[src/rtl/mdio_pkg.sv]
// mdio_pkg: shared state encoding, opcodes and register reset values for the MDIO responder.
package mdio_pkg;

  typedef enum logic [2:0] {IDLE, ST, OP, PHYAD, REGAD, TA, DATA} mdio_state_e;

  localparam logic [1:0] OP_RD = 2'b10;
  localparam logic [1:0] OP_WR = 2'b01;
  localparam logic [1:0] TA_WR = 2'b10;

  function automatic logic [15:0] reg_init(input int p, input int r);
    return {p[7:0], 3'b000, r[4:0]};
  endfunction

endpackage

[src/rtl/mdio_sync_edge.sv]
// mdio_sync_edge: synchronises mdc/mdio into board_clk and flags mdc rise/fall one cycle later.
module mdio_sync_edge #(
  parameter int SyncStages = 2
) (
  input  logic board_clk,
  input  logic rst_n,
  input  logic mdc,
  input  logic mdio,
  output logic mdc_rise,
  output logic mdc_fall,
  output logic mdio_lvl
);

  logic [SyncStages-1:0] mdc_q;
  logic [SyncStages-1:0] mdio_q;
  logic                  mdc_d;

  always_ff @(posedge board_clk or negedge rst_n)
    if (!rst_n) begin
      mdc_q  <= '0;
      mdio_q <= '1;
      mdc_d  <= 1'b0;
    end else begin
      mdc_q  <= {mdc_q[SyncStages-2:0], mdc};
      mdio_q <= {mdio_q[SyncStages-2:0], mdio};
      mdc_d  <= mdc_q[SyncStages-1];
    end

  assign mdc_rise = mdc_q[SyncStages-1] & ~mdc_d;
  assign mdc_fall = ~mdc_q[SyncStages-1] & mdc_d;
  assign mdio_lvl = mdio_q[SyncStages-1];

endmodule

[src/rtl/mdio_phy_responder.sv]
// mdio_phy_responder: Clause-22 MDIO PHY emulator with per-PHY register files and a host side-port.
module mdio_phy_responder
  import mdio_pkg::*;
#(
  parameter int          NumPhys     = 1,
  parameter logic [4:0]  PhyBaseAddr = 5'd0,
  parameter int          NumRegs     = 32,
  parameter int          PreambleMin = 32,
  parameter int          SyncStages  = 2,
  parameter logic [31:0] RoMask      = 32'h0
) (
  input  logic                                         board_clk,
  input  logic                                         rst_n,
  input  logic                                         mdc_i,
  input  logic                                         mdio_i,
  output logic                                         mdio_o,
  output logic                                         mdio_oe_o,
  input  logic                                         hreg_wr_i,
  input  logic [$clog2(NumPhys > 1 ? NumPhys : 2)-1:0] hreg_phy_i,
  input  logic [4:0]                                   hreg_addr_i,
  input  logic [15:0]                                  hreg_wdata_i,
  output logic [15:0]                                  hreg_rdata_o,
  output logic                                         frame_done_o,
  output logic                                         frame_err_o,
  output logic [7:0]                                   err_cnt_o
);

  localparam int HW  = $clog2(NumPhys > 1 ? NumPhys : 2);
  localparam int PcW = $clog2(PreambleMin + 2);

  mdio_state_e     state;
  logic [4:0]      cnt;
  logic [PcW-1:0]  pre_cnt;
  logic            op_b;
  logic [4:0]      phyad;
  logic [4:0]      regad;
  logic            is_rd;
  logic [15:0]     rd_sh;
  logic [15:0]     wr_sh;
  logic            commit;
  logic [4:0]      phy_off;
  logic            hit;
  logic            drv;
  logic [15:0]     mdio_rd;
  logic [15:0]     host_rd;
  logic [15:0]     regs [NumPhys][NumRegs];
  logic            mdc_rise;
  logic            mdc_fall;
  logic            mdio_lvl;

  mdio_sync_edge #(.SyncStages(SyncStages)) u_sync (
    .board_clk(board_clk),
    .rst_n    (rst_n),
    .mdc      (mdc_i),
    .mdio     (mdio_i),
    .mdc_rise (mdc_rise),
    .mdc_fall (mdc_fall),
    .mdio_lvl (mdio_lvl)
  );

  assign phy_off = phyad - PhyBaseAddr;
  assign hit     = int'(phy_off) < NumPhys;
  // Drive from the fall after the first TA bit until the fall after the last data rise.
  assign drv     = hit & is_rd & (state == DATA || (state == TA && cnt == 5'd1));

  // Unimplemented PHYs/registers read as all-ones.
  always_comb begin
    mdio_rd = 16'hFFFF;
    host_rd = 16'hFFFF;
    for (int p = 0; p < NumPhys; p++)
      for (int r = 0; r < NumRegs; r++) begin
        if (5'(p) == phy_off && 5'(r) == regad) mdio_rd = regs[p][r];
        if (HW'(p) == hreg_phy_i && 5'(r) == hreg_addr_i) host_rd = regs[p][r];
      end
  end

  // Host port outranks an MDIO commit to the same register; RoMask only gates MDIO.
  always_ff @(posedge board_clk or negedge rst_n)
    if (!rst_n) begin
      for (int p = 0; p < NumPhys; p++)
        for (int r = 0; r < NumRegs; r++)
          regs[p][r] <= reg_init(p, r);
    end else begin
      for (int p = 0; p < NumPhys; p++)
        for (int r = 0; r < NumRegs; r++)
          if (hreg_wr_i && HW'(p) == hreg_phy_i && 5'(r) == hreg_addr_i)
            regs[p][r] <= hreg_wdata_i;
          else if (commit && 5'(p) == phy_off && 5'(r) == regad && !RoMask[r])
            regs[p][r] <= wr_sh;
    end

  always_ff @(posedge board_clk or negedge rst_n)
    if (!rst_n) begin
      state        <= IDLE;
      cnt          <= '0;
      pre_cnt      <= '0;
      op_b         <= 1'b0;
      phyad        <= '0;
      regad        <= '0;
      is_rd        <= 1'b0;
      rd_sh        <= '0;
      wr_sh        <= '0;
      commit       <= 1'b0;
      mdio_o       <= 1'b1;
      mdio_oe_o    <= 1'b0;
      hreg_rdata_o <= '0;
      frame_done_o <= 1'b0;
      frame_err_o  <= 1'b0;
      err_cnt_o    <= '0;
    end else begin
      frame_done_o <= 1'b0;
      frame_err_o  <= 1'b0;
      commit       <= 1'b0;
      hreg_rdata_o <= host_rd;
      if (frame_err_o && err_cnt_o != 8'hFF) err_cnt_o <= err_cnt_o + 8'd1;
      if (mdc_rise)
        case (state)
          IDLE:
            if (mdio_lvl) pre_cnt <= (pre_cnt >= PcW'(PreambleMin)) ? pre_cnt : pre_cnt + 1'b1;
            else begin
              pre_cnt <= '0;
              if (pre_cnt >= PcW'(PreambleMin)) state <= ST;
            end
          ST:
            if (mdio_lvl) begin
              state <= OP;
              cnt   <= '0;
            end else begin
              frame_err_o <= 1'b1;
              state       <= IDLE;
            end
          OP: begin
            op_b <= mdio_lvl;
            cnt  <= cnt + 5'd1;
            if (cnt == 5'd1) begin
              cnt <= '0;
              if ({op_b, mdio_lvl} == OP_RD || {op_b, mdio_lvl} == OP_WR) begin
                state <= PHYAD;
                is_rd <= {op_b, mdio_lvl} == OP_RD;
              end else begin
                frame_err_o <= 1'b1;
                state       <= IDLE;
              end
            end
          end
          PHYAD: begin
            phyad <= {phyad[3:0], mdio_lvl};
            cnt   <= (cnt == 5'd4) ? 5'd0 : cnt + 5'd1;
            if (cnt == 5'd4) state <= REGAD;
          end
          REGAD: begin
            regad <= {regad[3:0], mdio_lvl};
            cnt   <= (cnt == 5'd4) ? 5'd0 : cnt + 5'd1;
            if (cnt == 5'd4) state <= TA;
          end
          TA:
            if (cnt == 5'd0) begin
              rd_sh <= mdio_rd;
              cnt   <= 5'd1;
              if (!is_rd && mdio_lvl != TA_WR[1]) begin
                frame_err_o <= 1'b1;
                state       <= IDLE;
              end
            end else begin
              cnt <= '0;
              if (!is_rd && mdio_lvl != TA_WR[0]) begin
                frame_err_o <= 1'b1;
                state       <= IDLE;
              end else state <= DATA;
            end
          DATA: begin
            wr_sh <= {wr_sh[14:0], mdio_lvl};
            cnt   <= cnt + 5'd1;
            if (cnt == 5'd15) begin
              state        <= IDLE;
              cnt          <= '0;
              pre_cnt      <= '0;
              frame_done_o <= hit;
              commit       <= hit & ~is_rd;
            end
          end
          default: state <= IDLE;
        endcase
      if (mdc_fall) begin
        mdio_oe_o <= drv;
        mdio_o    <= ~drv | (state == DATA && rd_sh[~cnt[3:0]]);
      end
    end

endmodule

[config.mk]
export PLATFORM = sky130hd
export DESIGN_NAME = mdio_phy_responder
export DESIGN_NICKNAME = d
export VERILOG_FILES = /design/src/rtl/mdio_pkg.sv /design/src/rtl/mdio_sync_edge.sv /design/src/rtl/mdio_phy_responder.sv
export SDC_FILE = /design/constraint.sdc
export NUM_CORES = 2
export LEC_CHECK = 0
export CORE_MARGIN = 10
export CORE_UTILIZATION = 45
export DETAILED_ROUTE_END_ITERATION = 10
export HOLD_SLACK_MARGIN = 0.12
export PLACE_DENSITY_LB_ADDON = 0.2
export SYNTH_ARGS = -nofsm -noshare
export SYNTH_HDL_FRONTEND = slang
export SYNTH_SLANG_ARGS = --single-unit
[constraint.sdc]
create_clock -name board_clk -period 4 [get_ports board_clk]
set_input_delay 0.6 -clock board_clk [delete_from_list [all_inputs] [get_ports board_clk]]
set_output_delay 0.6 -clock board_clk [all_outputs]
set_load 0.03 [all_outputs]
## Word level (Yosys, flattened, before mapping)

Index checks and enable logic that the tools add are counted.

| storage, ports and cells | value |
|---|---|
| input port bits | 27 |
| bits in registers | 604 |
| output and inout port bits | 28 |
| word-level logic and storage cells | 506 |

| operators by class | value |
|---|---|
| multiplexer cells | 166 |
| reduce and logical (&&, ||, !) cells | 187 |
| equal/unequal tests | 83 |
| magnitude comparators | 3 |
| add/subtract/negate cells | 3 |
| bitwise operators | 13 |

Operators by type and width:

| operator | count |
|---|---|
| $mux 16 | 128 |
| $eq 5x5->1 const A | 32 |
| $logic_and 1x1->1 | 135 |
| $eq 4x5->1 const A | 16 |
| $reduce_bool 2->1 | 33 |
| $eq 3x5->1 const A | 8 |
| $mux 3 | 9 |
| $pmux 5 s5 | 1 |
| $pmux 3 s7 | 1 |
| $eq 2x5->1 const A | 4 |
| $logic_not 5->1 | 4 |
| $mux 5 | 4 |
| $mux 6 | 3 |
| $mux 1 | 15 |
| $pmux 6 s2 | 1 |
| $eq 1x5->1 const A | 2 |
| $ne 2x2->1 const B | 5 |
| $eq 3x3->1 const B | 3 |
| $add 8x1->8 const B | 1 |
| $ne 8x8->1 const B | 1 |
| $reduce_and 2->1 | 4 |
| $reduce_and 4->1 | 2 |
| $reduce_and 8->1 | 1 |
| $add 6x1->6 const B | 1 |
| other kinds (27) | 41 |

## Depth between registers and ports, before layout

| depth | value |
|---|---|
| word-level depth | 34 |
| mapped depth | 12 |
| depth with buffers taken out | 10 |

## Hierarchy

From an unflattened synthesis, not the netlist that was laid out.

| unflattened totals | value |
|---|---|
| cells, all modules | 4,247 |
| area, all modules | 37,016.8 um^2 |

By module, submodules not included:

| module | cells each | sequential area each (um^2) | instances | area an instance (um^2) |
|---|---|---|---|---|
| mdio_phy_responder | 4,240 | 15,090.7 | 1 | 36,874.1 |
| mdio_sync_edge | 7 | 127.6 | 1 | 142.6 |

## Worst setup path before layout

Ideal clock, no wire load.

| timing | value |
|---|---|
| path type | in2reg |
| from | input port hreg_addr_i[4] |
| to | register hreg_rdata_o[4] |
| library setup time | 135 ps |
| data arrival time | 2,396 ps |
| slack | 1,468 ps |
| required time | 3,865 ps |
| path buffers | 3 |
| stages | 10 |
| cells stage by stage | buf_2 -> buf_2 -> nor2_1 -> buf_2 -> nand2_1 -> o211ai_1 -> o2111ai_1 -> a21o_1 -> a221oi_1 -> o22ai_1 |

| between the ends | value |
|---|---|
| longest elaborated chain between the ends | 34 |
| elaborated cells on any way between the ends | 96 |
| classes of those cells | 31 x eq/ne; 32 x mux; 33 x reduce/logical |

Ends and longest elaborated chain:

| item | line | text |
|---|---|---|
| start: declaration | mdio_phy_responder.sv:20 | `input logic [4:0] hreg_addr_i,` |
| $logic_not 5->1 | mdio_phy_responder.sv:73 | `if (HW'(p) == hreg_phy_i && 5'(r) == hreg_addr_i) host_rd = regs[p][r];` |
| $logic_and 1x1->1 | mdio_phy_responder.sv:73 |  |
| $mux 16 (31 in series) | mdio_phy_responder.sv:73 |  |
| $mux 16 (*) | mdio_phy_responder.sv:73 |  |
| via host_rd[4] | mdio_phy_responder.sv:45 | `logic [15:0] host_rd;` |
| end signal: assignment | mdio_phy_responder.sv:114 | `hreg_rdata_o <= host_rd;` |
| end: declaration | mdio_phy_responder.sv:22 | `output logic [15:0] hreg_rdata_o,` |

The timed path passes the listed nets; every way through them passes the cells marked *.
A chain may end at the register's enable or synchronous reset.

## Final worst setup path

| timing | value |
|---|---|
| from | register regad[2] |
| to | register rd_sh[14] |

| between the ends | value |
|---|---|
| longest elaborated chain between the ends | 34 |
| elaborated cells on any way between the ends | 96 |
| classes of those cells | 31 x eq/ne; 32 x mux; 33 x reduce/logical |

Ends and longest elaborated chain:

| item | line | text |
|---|---|---|
| start: declaration | mdio_phy_responder.sv:36 | `logic [4:0] regad;` |
| start signal: assignment | mdio_phy_responder.sv:152 | `regad <= {regad[3:0], mdio_lvl};` |
| $logic_not 5->1 | mdio_phy_responder.sv:72 | `if (5'(p) == phy_off && 5'(r) == regad) mdio_rd = regs[p][r];` |
| $logic_and 1x1->1 | mdio_phy_responder.sv:72 |  |
| $mux 16 (31 in series) | mdio_phy_responder.sv:72 |  |
| $mux 16 (*) | mdio_phy_responder.sv:72 |  |
| end signal: assignment | mdio_phy_responder.sv:158 | `rd_sh <= mdio_rd;` |
| end: declaration | mdio_phy_responder.sv:38 | `logic [15:0] rd_sh;` |

Mark *: on every way between the ends. The rest lies on a longest branch, timed or not.

==> results by group <==
Timing
  • Hold Fails Final Rpt: 0
  • Worst Slack Setup Final: ~0.19 ns
  • Tightest Pin Transition: 1.256 ns
  • Min Clock Period, post-route: 3.806 ns
  • RSZ-0062 raised after global routing: no
  • # setup viols final: 0
  • Max-slew headroom: between 10% and 20%
  • Final setup skew: approximately 0.038 ns
  • Max-slew violation count: 0
  • FMAX: ~260 MHz
  • Final period utilization: about 95%

Yosys
  • Post-synth top area share: approximately a third
  • Register area share after synthesis: 40.13%
  • Ranking of synthesized cells by area: dfrtp_1 (34%), mux2i_1 (15%), o21ai_0 (8.6%)
  • Number of synthesized flops with an enable pin: 0
  • Count leader, synth: nand2_1
  • Primary FF master, synth: dfrtp_1
  • Yosys reg bits: ~600
  • Cells after synthesis: 4311
  • Mapped Nets: about 4300
  • Synth Warn #: 0
  • Synth unique cells: 100
  • Async SR Flop Fraction: 100.0%
  • Biggest area consumer among synthesized cells: dfrtp_1
  • Post-Syn Area: 37920 µm²
  • Avg Inst Size Synth: roughly 8.8 µm²
  • Top cells by count, synth: nand2_1 (695), o21ai_0 (654), mux2i_1 (554)

CTS
  • Worst-path clk slew: roughly 0.060 ns
  • Cts bufs inserted: 72
  • Post-CTS repair timing setup buffer count: 0
  • Clk Latency, worst-skew pair: ~0.68 ns
  • TritonCTS clock tree: built
  • Clk buf depth: 3
  • H-Tree Depth: 3
  • Total clock sinks: 604
  • Root buf cell: clkbuf_16

Layout
  • Fraction of layout cells with a size suffix above 1: about 18%
  • Fin cells: between 5000 and 6000
  • Area grow syn2layout: 15.61%
  • Fin nets: ~4500

Global route
  • Initial antenna violation count: 12
  • First-pass GRT wire length: about 320000 µm
  • Vias in the first global route: between 30000 and 40000
  • Largest net degree at the start of global routing: 84
  • GRT overflow: 0
  • All-Layer GR Usage: between 40% and 50%

Floorplan
  • Io pins: between 50 and 60
  • Die height: around 310 µm
  • Rows: 106
  • Initial Util: 45.38%
  • Die Wd: around 310 µm
  • Core area: approximately 84000 µm²
  • DIE AREA: roughly 96000 µm²

Detailed routing
  • Post-route DRC: 0
  • Final wirelength: roughly 240000 µm
  • Final ANT Viol Nets: 0
  • Vias per inst: just over 7
  • Via Count: roughly 40000
  • Drt wl/cell: about 43 µm
  • 1st-iter DRT viols: about 6800
  • Drt first pass iters: 9

Placement
  • IO buf count: 54
  • Placer Congestion: about 1.1
  • Inst Count DP: 5421
  • HPWL after detailed placement: between 150000 and 200000 µm
  • Worst slack at placement: -0.1057 ns

Outcome
  • Outcome: finished clean

Worst setup path
  • Reg2Reg Depth: 8
  • Critical setup path kind: flop to flop
  • Worst path slowest cell: and2_1
  • R2r endpoint: rd_sh[14]$_DFFE_PN0P_
  • Worst path cell trace: and2_1, nand4_1, buf_4, o221ai_2, nor3_1, a2111oi_2, nor3_1, buf_4
  • Worst r2r src: regad[2]$_DFFE_PN0P_
  • Crit Path Max Fanout: 24
  • Critical path capture point type: flop
  • Type of origin of the critical path: flop
  • Critical Path AT: 4.37 ns
  • Required time of the worst setup path: ~4.6 ns
  • Crit-path max cell delay: between 0.7 and 0.8 ns
  • R2R Setup Slk: approximately 0.19 ns

Worst hold path
  • Hold Path Sink: u_sync.mdio_q[0]$_DFF_PN1_
  • Hold_sp: mdio_i
  • Hold Path Depth: 1
  • Hold Crit Class: input pin to flop

Run
  • Max_cap viols: 0

Power
  • Pleak: between 15 and 20 nW
  • PD cells: 434.4 nW/µm²
  • Peak VDD IR: about 440 µV
-- state kept, by name (all words and copies together), names as in the netlist, 5 cells and up --
signal,cells
regs,512
hreg_rdata_o,16
rd_sh,16
wr_sh,16
err_cnt_o,8
pre_cnt,6
cnt,5
phyad,5
regad,5
-- worst max-delay path, delay by kind of cell (launching register included) --
family	cells	cell delay, ns
AO/OA/AOI/OAI	2	0.83
buffers and inverters	2	0.53
flip-flops	1	0.61
AND/OR/NAND/NOR	4	1.72
-- what timing repair did --
action | 4_1_cts | 5_1_grt
setup endpoints to repair | 0 | 1
endpoints found under the hold margin | 41 | 0
resized for setup | 0 | 1
hold buffers | 1 | 0
-- worst max-delay path by stage --
stage | endpoint | cells past startpoint | start
6_report | rd_sh[14]$_DFFE_PN0P_ | 8 | regad[2]$_DFFE_PN0P_
5_1_grt | hreg_rdata_o[2]$_DFF_PN0_ | 12 | hreg_addr_i[4]
4_1_cts | rd_sh[14]$_DFFE_PN0P_ | 9 | regad[3]$_DFFE_PN0P_
3_5_place_dp | hreg_rdata_o[0]$_DFF_PN0_ | 11 | hreg_addr_i[3]
3_3_place_gp | hreg_rdata_o[2]$_DFF_PN0_ | 12 | hreg_addr_i[4]
2_1_floorplan | hreg_rdata_o[4]$_DFF_PN0_ | 10 | hreg_addr_i[4]
-- cell type report --
| class | instances | area (µm²) |
|---|---|---|
| Antenna cell | 13 | 32.53 |
| Clock buffer | 100 | 2088 |
| Clock inverter | 34 | 390.4 |
| Fill cell | 7833 | 39720 |
| Inverter | 28 | 105.1 |
| Multi-Input combinational cell | 3233 | 20760 |
| Sequential cell | 604 | 15230 |
| Tap cell | 1080 | 1351 |
| Timing Repair Buffer | 477 | 3884 |
-- routing by layer --
| layer | vias up | GRT usage [%] | routed length [µm] |
|---|---|---|---|
| met5 | - | 0 | 54 |
| met4 | 8 | 35.51 | 23020 |
| met3 | 1054 | 16.66 | 29960 |
| met2 | 3395 | 70.35 | 97590 |
| met1 | 20000 | 59.20 | 86370 |
| li1 | 15970 | - | - |
-- power by group --
| part | leakage (nW) | switching (mW) | internal, mW |
|---|---|---|---|
| clock | 1.21 | 3.05 | 4.08 |
| sequential | 6.59 | 1.95 | 7.28 |
| combinational | 12.0 | 1.61 | 1.07 |
| total | 19.8 | 6.61 | 12.4 |
-- stage by stage --
step,instance area (µm²),hold WS [ns],utilization [%],TNS (ns),power (mW)
after CTS,43800,0.3482,52.42,0,18.72
final,43840,0.3474,52.47,0,19.04
after detailed placement,41310,0.3378,49.44,-0.1744,11.70
after global placement,41310,0.3332,49.44,-0.03363,11.61
after global routing,43810,0.3413,52.43,0,19.34
after floorplan,37920,0.3044,-,0,9.532
-- logic make-up after synthesis --
logic type,after synthesis,share of synthesized area [%]
compound gates,1327,21.17
xor+xnor,8,0.1848
fa+ha+maj,9,0.2970
buf+inv,474,5.249
flops,604,40.13
mux,613,16.79
simple gates,1276,16.18
-- cell usage in the layout (no fill, tap or decap), types with 28 or more instances in the layout --
cell type / count
nand2_1: 695
o21ai_0: 654
mux2i_1: 554
dfrtp_1: 516
buf_4: 404
nor2_1: 160
o22ai_1: 153
a21oi_1: 146
dfstp_2: 83
clkbuf_16: 73
nand3_1: 65
o221ai_1: 63
nor3_1: 53
mux2_2: 45
a221oi_1: 35
clkdlybuf4s50_1: 34
o211ai_1: 32
nand4_1: 32
and3_1: 31
nor2b_1: 30
a22oi_1: 30
a211oi_1: 28
(Power assumes the default switching activity.)
